**src/rtl/store_align_if.sv**
```systemverilog
// Store-request and memory-write-port signal bundle for store_align_unit.
// The unit takes the slave view; the requester/memory side takes the master view.
interface store_align_if;
  logic        req_valid;
  logic        req_ready;
  logic [31:0] req_addr;
  logic [31:0] req_data;
  logic [2:0]  req_type;
  logic        mem_valid;
  logic        mem_ready;
  logic [31:0] mem_addr;
  logic [31:0] mem_wdata;
  logic [3:0]  mem_wstrb;
  logic        done;
  logic        err;

  modport slave (
    input  req_valid, req_addr, req_data, req_type, mem_ready,
    output req_ready, mem_valid, mem_addr, mem_wdata, mem_wstrb, done, err
  );

  modport master (
    output req_valid, req_addr, req_data, req_type, mem_ready,
    input  req_ready, mem_valid, mem_addr, mem_wdata, mem_wstrb, done, err
  );
endinterface

```
**src/rtl/store_align_unit.sv**
```systemverilog
// Store alignment: positions SB/SH/SW data into byte lanes with strobes and
// issues word-aligned beats, splitting word-crossing stores when enabled.
module store_align_unit #(
  parameter bit SPLIT_MISALIGNED = 1'b1
) (
  input  logic         clk,
  input  logic         rst_n,
  store_align_if.slave bus
);

  typedef enum logic [1:0] {
    IDLE  = 2'd0,
    BEAT0 = 2'd1,
    BEAT1 = 2'd2
  } state_t;

  state_t      state;
  logic        split_pending;
  logic [31:0] hi_addr;
  logic [31:0] hi_wdata;
  logic [3:0]  hi_wstrb;

  logic        type_ok;
  logic [3:0]  base_mask;
  logic [31:0] data_mask;
  logic [1:0]  offset;
  logic [7:0]  mask8;
  logic [63:0] data64;
  logic        crossing;
  logic        accept;
  logic        reject;
  logic [31:0] word_addr;

  assign bus.req_ready = (state == IDLE);
  assign accept        = bus.req_valid && (state == IDLE);

  // NOTE: every output of always_comb gets a default first so no path can
  // leave it unassigned and infer a latch.
  always_comb begin
    type_ok   = 1'b1;
    base_mask = 4'b0000;
    data_mask = 32'h0000_0000;
    case (bus.req_type)
      3'b000: begin base_mask = 4'b0001; data_mask = 32'h0000_00FF; end
      3'b001: begin base_mask = 4'b0011; data_mask = 32'h0000_FFFF; end
      3'b010: begin base_mask = 4'b1111; data_mask = 32'hFFFF_FFFF; end
      default: type_ok = 1'b0;
    endcase
  end

  // Eight-lane view: lanes 3..0 belong to word A, lanes 7..4 to word A+4.
  // Data is width-masked first so lanes outside the store are always zero.
  assign offset    = bus.req_addr[1:0];
  assign mask8     = {4'b0000, base_mask} << offset;
  assign data64    = {32'h0000_0000, bus.req_data & data_mask} << {offset, 3'b000};
  assign crossing  = |mask8[7:4];
  assign reject    = !type_ok || (crossing && !SPLIT_MISALIGNED);
  assign word_addr = {bus.req_addr[31:2], 2'b00};

  // NOTE: sequential state uses non-blocking assignments only, so every
  // register sees the pre-edge value of every other register.
  always_ff @(posedge clk or negedge rst_n) begin
    if (!rst_n) begin
      state         <= IDLE;
      split_pending <= 1'b0;
      hi_addr       <= '0;
      hi_wdata      <= '0;
      hi_wstrb      <= '0;
      bus.mem_valid <= 1'b0;
      bus.mem_addr  <= '0;
      bus.mem_wdata <= '0;
      bus.mem_wstrb <= '0;
      bus.done      <= 1'b0;
      bus.err       <= 1'b0;
    end else begin
      bus.done <= 1'b0;
      bus.err  <= 1'b0;
      case (state)
        IDLE: begin
          if (accept) begin
            if (reject) begin
              bus.err <= 1'b1;
            end else begin
              bus.mem_valid <= 1'b1;
              bus.mem_addr  <= word_addr;
              bus.mem_wdata <= data64[31:0];
              bus.mem_wstrb <= mask8[3:0];
              split_pending <= crossing;
              hi_addr       <= {bus.req_addr[31:2] + 30'd1, 2'b00};
              hi_wdata      <= data64[63:32];
              hi_wstrb      <= mask8[7:4];
              state         <= BEAT0;
            end
          end
        end
        BEAT0: begin
          if (bus.mem_ready) begin
            if (split_pending) begin
              bus.mem_addr  <= hi_addr;
              bus.mem_wdata <= hi_wdata;
              bus.mem_wstrb <= hi_wstrb;
              state         <= BEAT1;
            end else begin
              bus.mem_valid <= 1'b0;
              bus.done      <= 1'b1;
              state         <= IDLE;
            end
          end
        end
        BEAT1: begin
          if (bus.mem_ready) begin
            bus.mem_valid <= 1'b0;
            bus.done      <= 1'b1;
            split_pending <= 1'b0;
            state         <= IDLE;
          end
        end
        default: begin
          bus.mem_valid <= 1'b0;
          state         <= IDLE;
        end
      endcase
    end
  end

endmodule

```
**src/flat_wrapper.sv**
```systemverilog
// flat-port wrapper written by rule: the top's interface ports become plain ports
module store_align_unit_flat 
#(
  parameter bit SPLIT_MISALIGNED = 1'b1
)
  (clk, rst_n, bus_req_valid, bus_req_addr, bus_req_data, bus_req_type, bus_mem_ready, bus_req_ready, bus_mem_valid, bus_mem_addr, bus_mem_wdata, bus_mem_wstrb, bus_done, bus_err);
  store_align_if bus_i ();
  input  logic clk;
  input  logic rst_n;
  input wire logic [$bits(bus_i.req_valid)-1:0] bus_req_valid;
  input wire logic [$bits(bus_i.req_addr)-1:0] bus_req_addr;
  input wire logic [$bits(bus_i.req_data)-1:0] bus_req_data;
  input wire logic [$bits(bus_i.req_type)-1:0] bus_req_type;
  input wire logic [$bits(bus_i.mem_ready)-1:0] bus_mem_ready;
  output wire logic [$bits(bus_i.req_ready)-1:0] bus_req_ready;
  output wire logic [$bits(bus_i.mem_valid)-1:0] bus_mem_valid;
  output wire logic [$bits(bus_i.mem_addr)-1:0] bus_mem_addr;
  output wire logic [$bits(bus_i.mem_wdata)-1:0] bus_mem_wdata;
  output wire logic [$bits(bus_i.mem_wstrb)-1:0] bus_mem_wstrb;
  output wire logic [$bits(bus_i.done)-1:0] bus_done;
  output wire logic [$bits(bus_i.err)-1:0] bus_err;
  assign bus_i.req_valid = bus_req_valid;
  assign bus_i.req_addr = bus_req_addr;
  assign bus_i.req_data = bus_req_data;
  assign bus_i.req_type = bus_req_type;
  assign bus_i.mem_ready = bus_mem_ready;
  assign bus_req_ready = bus_i.req_ready;
  assign bus_mem_valid = bus_i.mem_valid;
  assign bus_mem_addr = bus_i.mem_addr;
  assign bus_mem_wdata = bus_i.mem_wdata;
  assign bus_mem_wstrb = bus_i.mem_wstrb;
  assign bus_done = bus_i.done;
  assign bus_err = bus_i.err;
  store_align_unit #(.SPLIT_MISALIGNED(SPLIT_MISALIGNED)) u_core (.clk(clk), .rst_n(rst_n), .bus(bus_i));
endmodule
```
**config.mk**
```make
export PLATFORM = sky130hd
export DESIGN_NAME = store_align_unit_flat
export DESIGN_NICKNAME = d
export VERILOG_FILES = /design/src/rtl/store_align_if.sv /design/src/rtl/store_align_unit.sv /design/src/flat_wrapper.sv
export SDC_FILE = /design/constraint.sdc
export NUM_CORES = 1
export LEC_CHECK = 0
export CAP_MARGIN = 20
export CORE_ASPECT_RATIO = 0.6
export CORE_MARGIN = 2
export CORE_UTILIZATION = 45
export DETAILED_ROUTE_END_ITERATION = 7
export HOLD_SLACK_MARGIN = 0.1
export PLACE_DENSITY = 0.69
export SLEW_MARGIN = 20
export SYNTH_ARGS = -nofsm -noshare
export SYNTH_HDL_FRONTEND = slang
export SYNTH_SLANG_ARGS = --single-unit
```
**constraint.sdc**
```tcl
create_clock -name clk -period 2 [get_ports clk]
set_input_delay 0.4 -clock clk [delete_from_list [all_inputs] [get_ports clk]]
set_output_delay 0.4 -clock clk [all_outputs]
set_load 0.02 [all_outputs]
```
==> results of run 1 <==
## cells by family (layout without fill, tap and decap cells)
logic type                 after synthesis  in the layout
xor gates and xnor gates                28             28
adders and majority gates                5              5
buffers and inverters                   59            297
muxes                                   56             56
AOI/OAI and AO/OA                      187            187
other                                    1              2
and+or+nand+nor                        202            202
DFF                                    129            129
## worst paths after layout
path	endpoint	start	cells past startpoint	slack (ns)
min in group clk	u_core.bus.mem_addr[18]	u_core.bus.mem_addr[18]	2	0.48
max in group asynchronous	u_core.hi_wdata[11]	rst_n	3	0.98
max reg2reg	u_core.hi_wdata[1]	u_core.state[0]	8	0.12
min reg2reg	u_core.bus.mem_addr[18]	u_core.bus.mem_addr[18]	2	0.48
max	u_core.bus.mem_wdata[21]	bus_req_type[1]	8	0.03
min	u_core.hi_addr[8]	rst_n	2	0.33
## Yosys cell counts, types with 15 or more instances
master,n
a21oi_1,18
clkbuf_1,21
nand2_1,99
nand3_1,17
xor2_1,19
a22oi_1,17
nor2_1,43
mux2i_1,52
dfrtp_1,129
inv_1,15
o21ai_0,82
a22o_1,17
buf_2,15
## timing repair
| item | in CTS | in global routing |
|---|---|---|
| endpoints found under the setup margin | 9 | 38 |
| hold buffers | 1 | 0 |
| hold endpoints to repair | 5 | 0 |
| gates resized for setup | 3 | 10 |
| pin swaps | 0 | 1 |
| buffers inserted | 0 | 0 |
## cells in the final DEF (no fill, tap or decap), types with 3 or more instances in the layout
cell             instances
clkdlybuf4s50_1        138
dfrtp_1                129
buf_4                  101
nand2_1                 99
o21ai_0                 82
mux2i_1                 52
nor2_1                  42
xor2_1                  19
a21oi_1                 18
a22o_1                  17
a22oi_1                 17
clkbuf_16               17
nand3_1                 16
inv_1                   15
o21ai_1                 11
xnor2_1                  9
buf_12                   9
a222oi_1                 8
and3_1                   8
nand2b_1                 7
a221oi_1                 7
o21a_1                   7
nand4_1                  6
o211ai_1                 6
clkinv_2                 6
nor2_2                   5
mux2_2                   4
clkinvlp_4               4
or2_2                    3
ha_1                     3
## worst max-delay path, stage by stage
cell             delay, ns
clkdlybuf4s50_1       0.54
buf_4                 0.14
and3b_1               0.24
nand2_1               0.10
o21ai_0               0.15
a22oi_1               0.45
buf_4                 0.18
o21ai_0               0.06
## per-stage QoR
| stage | instances | TNS, ns |
|---|---|---|
| 2_1_floorplan | 668 | 0 |
| 3_3_place_gp | 1067 | -14.29 |
| 3_5_place_dp | 1067 | -21.24 |
| 4_1_cts | 1098 | 0 |
| 5_1_grt | 1098 | -0.0742 |
| 6_report | 1098 | 0 |
## power groups by stage
stage          Clock (mW)  Combinational, mW  Sequential (mW)
2_1_floorplan           0               2.17             4.78
3_5_place_dp            0               5.34             4.21
6_report             2.95               5.37             4.20
4_1_cts              2.99               5.37             4.19
3_3_place_gp            0               5.22             4.16
5_1_grt              3.11               5.84             4.32
## area by class of cell
type,count,share of cell area
inverter,15,0.00593
sequential,129,0.340
clock buffer,18,0.0452
tap,192,0.0253
clock inverter,12,0.0126
timing repair buffer,252,0.248
multi-input combinational,480,0.323
## state kept, by name (all words and copies together), names as in the netlist
| signal | count |
|---|---|
| u_core.split_pending | 1 |
| u_core.bus.mem_wstrb | 4 |
| u_core.bus.err | 1 |
| u_core.bus.done | 1 |
| u_core.bus.mem_valid | 1 |
| u_core.bus.mem_wdata | 32 |
| u_core.state | 2 |
| u_core.bus.mem_addr | 30 |
| u_core.hi_wdata | 24 |
| u_core.hi_addr | 30 |
| u_core.hi_wstrb | 3 |
## routing by layer
metal | share of wire | up-vias
met5 | 0 | -
met4 | 0.010 | 0
met3 | 0.075 | 20
met2 | 0.42 | 219
met1 | 0.49 | 2939
li1 | - | 2816
==> flow_summary.toml, run 1 <==
[timing]
hold_ws_ns = 0.334
hold_viol = 0
finClkSkew_ns = 0.0107
fin_crit_ns = 1.97
finalMaxSlewViolations = 0
min_period_over_period = 0.987
setup_slack_ns = 0.0260
finalSetupViolations = 0
grt_setup_unrepaired = "yes"
max_freq_mhz = 507

[power]
vdd_drop_max_v = 0.000677
p_leak_nw = 4.33
power_mw = 12.5
powerDensity_nw_per_um2 = 1320
clkPwrFrac = 0.236
power.share.sequential = 0.335
combPwrFrac = 0.429
swShare = 0.368
internal_power_mw = 7.92
p_sw_mw = 4.60

[die]
row_count = 33
ios = 143
start_util = 0.468
core-area_sq_um = 13900
die_y_um = 97.1
die-area_sq_um = 15400
die_x_um = 159

[cts]
cts_root_buf = "clkbuf_16"
clk_pin_slew_ns = 0.06
clk_latency_ns = 0.41
cts_tree = "yes"
numCtsBuffers = 17
h-tree-depth = 4
clock-sinks = 129
ctsLongestPathBuffers = 2

[global_routing]
busiest_layer = "met1"
grt_start_max_net_pins = 88
grt_pass1_wl_um = 33100
grt.overflow.total = 0
grtUsageMet2 = 0.386
grt_use_met1 = 0.415
grt_usage = 0.273
grt_pass1_vias = 6024
use_met3 = 0.0721
antenna_found_initial = 0

[cells_and_area]
fillers = 1063
multi_input_area_sq_um = 3070
utilization = 0.685
area_growth_pct = 46.2
layout-drive-gt1-share = 0.190
fin_area_sq_um = 9500
register_area_sq_um = 3230
num_antenna_cells = 0
fin_nets = 971

[drt]
drcViolationCount = 0
avgViaCountPerCell = 5.46
postRouteWirelength_um = 20700
antenna_left = 0
wl_per_cell_um = 18.8
vias = 5994
first_pass_iters = 5
initialDrtViolationCount = 563

[logic_synthesis]
yosysWarnings = 0
postSynth.asyncResetShare = 1.00
synthAdderAreaFrac = 0.00963
ys_ff_latch = 129
postSynthCellCount = 667
synth-main-ff-cell = "dfrtp_1"
synth_area_leader_cell = "dfrtp_1"
synth_compound_area_frac = 0.182
synth_edf_count = 0
synth.distinct_cells = 50
netlist_area_sq_um = 6500
muxShareOfSynthArea = 0.0870
synth_xor_area_frac = 0.0377
syn_avg_cell_area_sq_um = 9.74
synth_area_leaders = "dfrtp_1 (50%), mux2i_1 (8.0%), o21ai_0 (6.3%), nand2_1 (5.7%), xor2_1 (2.6%)"
synth.top_cell.area_share = 0.497
synth-seq-area-share = 0.497
synth_simple_gate_area_share = 0.148
synth_top_family_by_area = "compound AO/OA/AOI/OAI gates"

[run_status]
outcome = "completed"

[place]
gp_congestion = 0.936
dp_hpwl_um = 15600
placement.cell_area_sq_um = 8900
portBuffers = 140
place_ws_ns = -0.398

[job]
drv_cap = 0

[setup_path]
worstSetupPathType = "input port to flip-flop"
arrival_ns = 2.26
crit_fanout = 5
critPathCaptureType = "flip-flop"
start_kind = "input port"
required_ns = 2.29

[hold_path]
hp-class = "input port to async pin"
Note: power is estimated with default switching activity, not from simulation.
==> run 2: changes to the inputs <==
--- a/config.mk
+++ b/config.mk
@@ -10,8 +10,10 @@
 export CORE_MARGIN = 2
 export CORE_UTILIZATION = 45
 export DETAILED_ROUTE_END_ITERATION = 7
+export DONT_BUFFER_PORTS = 1
+export GPL_TIMING_DRIVEN = 0
 export HOLD_SLACK_MARGIN = 0.1
-export PLACE_DENSITY = 0.69
+export PLACE_DENSITY_LB_ADDON = 0.05
 export SLEW_MARGIN = 20
 export SYNTH_ARGS = -nofsm -noshare
 export SYNTH_HDL_FRONTEND = slang
==> run 2 against run 1 <==
Compared with the run above:
- sequential power up 19%
- first-iteration DRC count down 1.8%
- worst hold slack worse by 0.66 ns
- fmax is 2.0% higher
- the flow now finishes with violations (negative hold slack)
- die area unchanged
- combinational power decreased by 39%
- count of clock-buffer cells in the layout increased by 1
- cell area fell by 19%
- non-clock buffer count down 199
- global-route usage fell by 0.11 points
- sequential share of layout area grew 8.2 points
- critical path type is now flip-flop to flip-flop
- wire length is 0.52% lower
==> flow_summary.toml, run 2 (synthesis results as in run 1) <==
[global_routing]
grt_pass1_vias = 5180
grt_start_max_net_pins = 130
antenna_found_initial = 0
grt_usage = 0.272
grt_pass1_wl_um = 32000
grt.overflow.total = 0

[place]
dp_hpwl_um = 14800
dp_cells = 860
gp_congestion = 0.919
portBuffers = 0
placement.cell_area_sq_um = 6740

[power]
powerDensity_nw_per_um2 = 1530
p_leak_nw = 3.47
vdd_drop_max_v = 0.000571

[cells_and_area]
final_cell_mix = "dfrtp_1 (129), nand2_1 (99), o21ai_0 (79)"
largest_reg_flops = 32
fin_area_sq_um = 7650
num_antenna_cells = 0
final_common_cell = "dfrtp_1"
layout-drive-gt1-share = 0.145
largestRegisters = "u_core.bus.mem_wdata x32, u_core.bus.mem_addr x30, u_core.hi_addr x30"
stdcell_count = 900
largest-register = "u_core.bus.mem_wdata"
area_growth_pct = 17.8
fin_nets = 772

[drt]
first_pass_iters = 5
vias = 5350
topRoutingLayerUsed = "met4"
avgViaCountPerCell = 5.94
postRouteWirelength_um = 20600
wl_per_cell_um = 22.9
wl_met2_um = 8050
wl_met3_um = 2030
drcViolationCount = 0
antenna_left = 0
initialDrtViolationCount = 553
wl_met1_um = 10200

[setup_path]
worstSetupPathType = "flip-flop to flip-flop"
start_kind = "flip-flop"
critPathCaptureType = "flip-flop"
arrival_ns = 2.27
required_ns = 2.34
slowest_delay_ns = 0.37
crit_fanout = 10
cp_slowest_cell = "dfrtp_1"
worst-path-buf-inv = 3
critPathTopFamily = "buffers and inverters"
path_cells = "inv_1 > ha_4 > a21boi_4 > buf_4 > a21oi_2 > clkbuf_2 > nor2_1 > a21oi_1"

[cts]
ctsLongestPathBuffers = 2
h-tree-depth = 4
numCtsBuffers = 17
clock-sinks = 129
cts_root_buf = "clkbuf_16"
clk_latency_ns = 0.42
clk_pin_slew_ns = 0.06
cts_tree = "yes"
hold_buffers = 3

[timing]
hold_viol = 129
finalMaxSlewViolations = 0
grt_setup_unrepaired = "yes"
min_period_over_period = 0.967
finClkSkew_ns = 0.0109
finalSetupViolations = 0
slew_headroom = 0.501
fin_crit_ns = 1.93
hold_ws_ns = -0.323
tightest_slew_ns = 0.746
max_freq_mhz = 517

[die]
start_util = 0.468
ios = 143
core-area_sq_um = 13900
die-area_sq_um = 15400
row_count = 33
die_x_um = 159
die_y_um = 97.1

[hold_path]
hp-class = "input port to async pin"

[run_status]
violations = "negative hold slack"
outcome = "finished with violations"

[job]
drv_cap = 0
run 2: where the power goes:
group	total, mW	internal [mW]	leakage (nW)	switching (mW)
Combinational	3.28	1.35	1.50	1.93
Clock	3.42	2.22	0.307	1.21
Sequential	4.98	3.61	1.67	1.37
Total	11.7	7.18	3.47	4.51
run 2: worst paths after layout:
path / start / endpoint / slack, ns / depth (start not counted)
worst max-delay path: u_core.state[0] / u_core.bus.mem_wdata[13] / 0.07 / 8
worst min-delay path: rst_n / u_core.bus.mem_addr[8] / -0.32 / 0
worst max register to register: u_core.state[0] / u_core.bus.mem_wdata[13] / 0.07 / 8
worst min register to register: u_core.hi_wstrb[1] / u_core.hi_wstrb[1] / 0.48 / 2
max in group asynchronous: rst_n / u_core.hi_addr[22] / 2.14 / 0
min in group clk: bus_req_data[24] / u_core.hi_wdata[0] / 0.12 / 2
run 2: worst register-to-register path: stages (launching register included):
cell and delay [ns]:
dfrtp_1 0.37, inv_1 0.11, ha_4 0.23, a21boi_4 0.17
buf_4 0.15, a21oi_2 0.27, clkbuf_2 0.36, nor2_1 0.08
a21oi_1 0.12
run 2: final cells by class:
class | instances | area (sq um)
fillers | 1266 | 6220
clock buffers | 19 | 433
repair buffers | 9 | 75.1
flip-flops and latches | 129 | 3230
inverters | 15 | 56.3
clock inverters | 12 | 210
well taps | 192 | 240
multi-input cells | 480 | 3160
plain buffers | 44 | 250
run 2: layer usage:
layer | vias to the layer above | global-route usage
li1 | 2426 | -
met2 | 223 | 0.349
met4 | 0 | 0.0706
met3 | 23 | 0.100
met1 | 2678 | 0.423
met5 | - | 0
run 2: per-stage QoR:
stage	worst slack (ns)	setup TNS (ns)	hold WS [ns]	total power, mW	util
global placement	-0.428	-26.52	0.107	7.83	0.486
global route	-0.0115	-0.0322	-0.341	12.4	0.552
finish	0.0651	0	-0.323	11.7	0.552
CTS	0.000411	0	-0.336	11.6	0.542
detailed placement	-0.519	-35.38	0.106	7.96	0.486
floorplan	0.109	0	0.104	6.96	-
run 2: repair_timing:
| item | in CTS | in global routing |
|---|---|---|
| gates resized for setup | 23 | 39 |
| setup buffers | 1 | 5 |
| hold endpoints to repair | 132 | 129 |
| pin swaps | 1 | 3 |
| endpoints found under the setup margin | 115 | 102 |
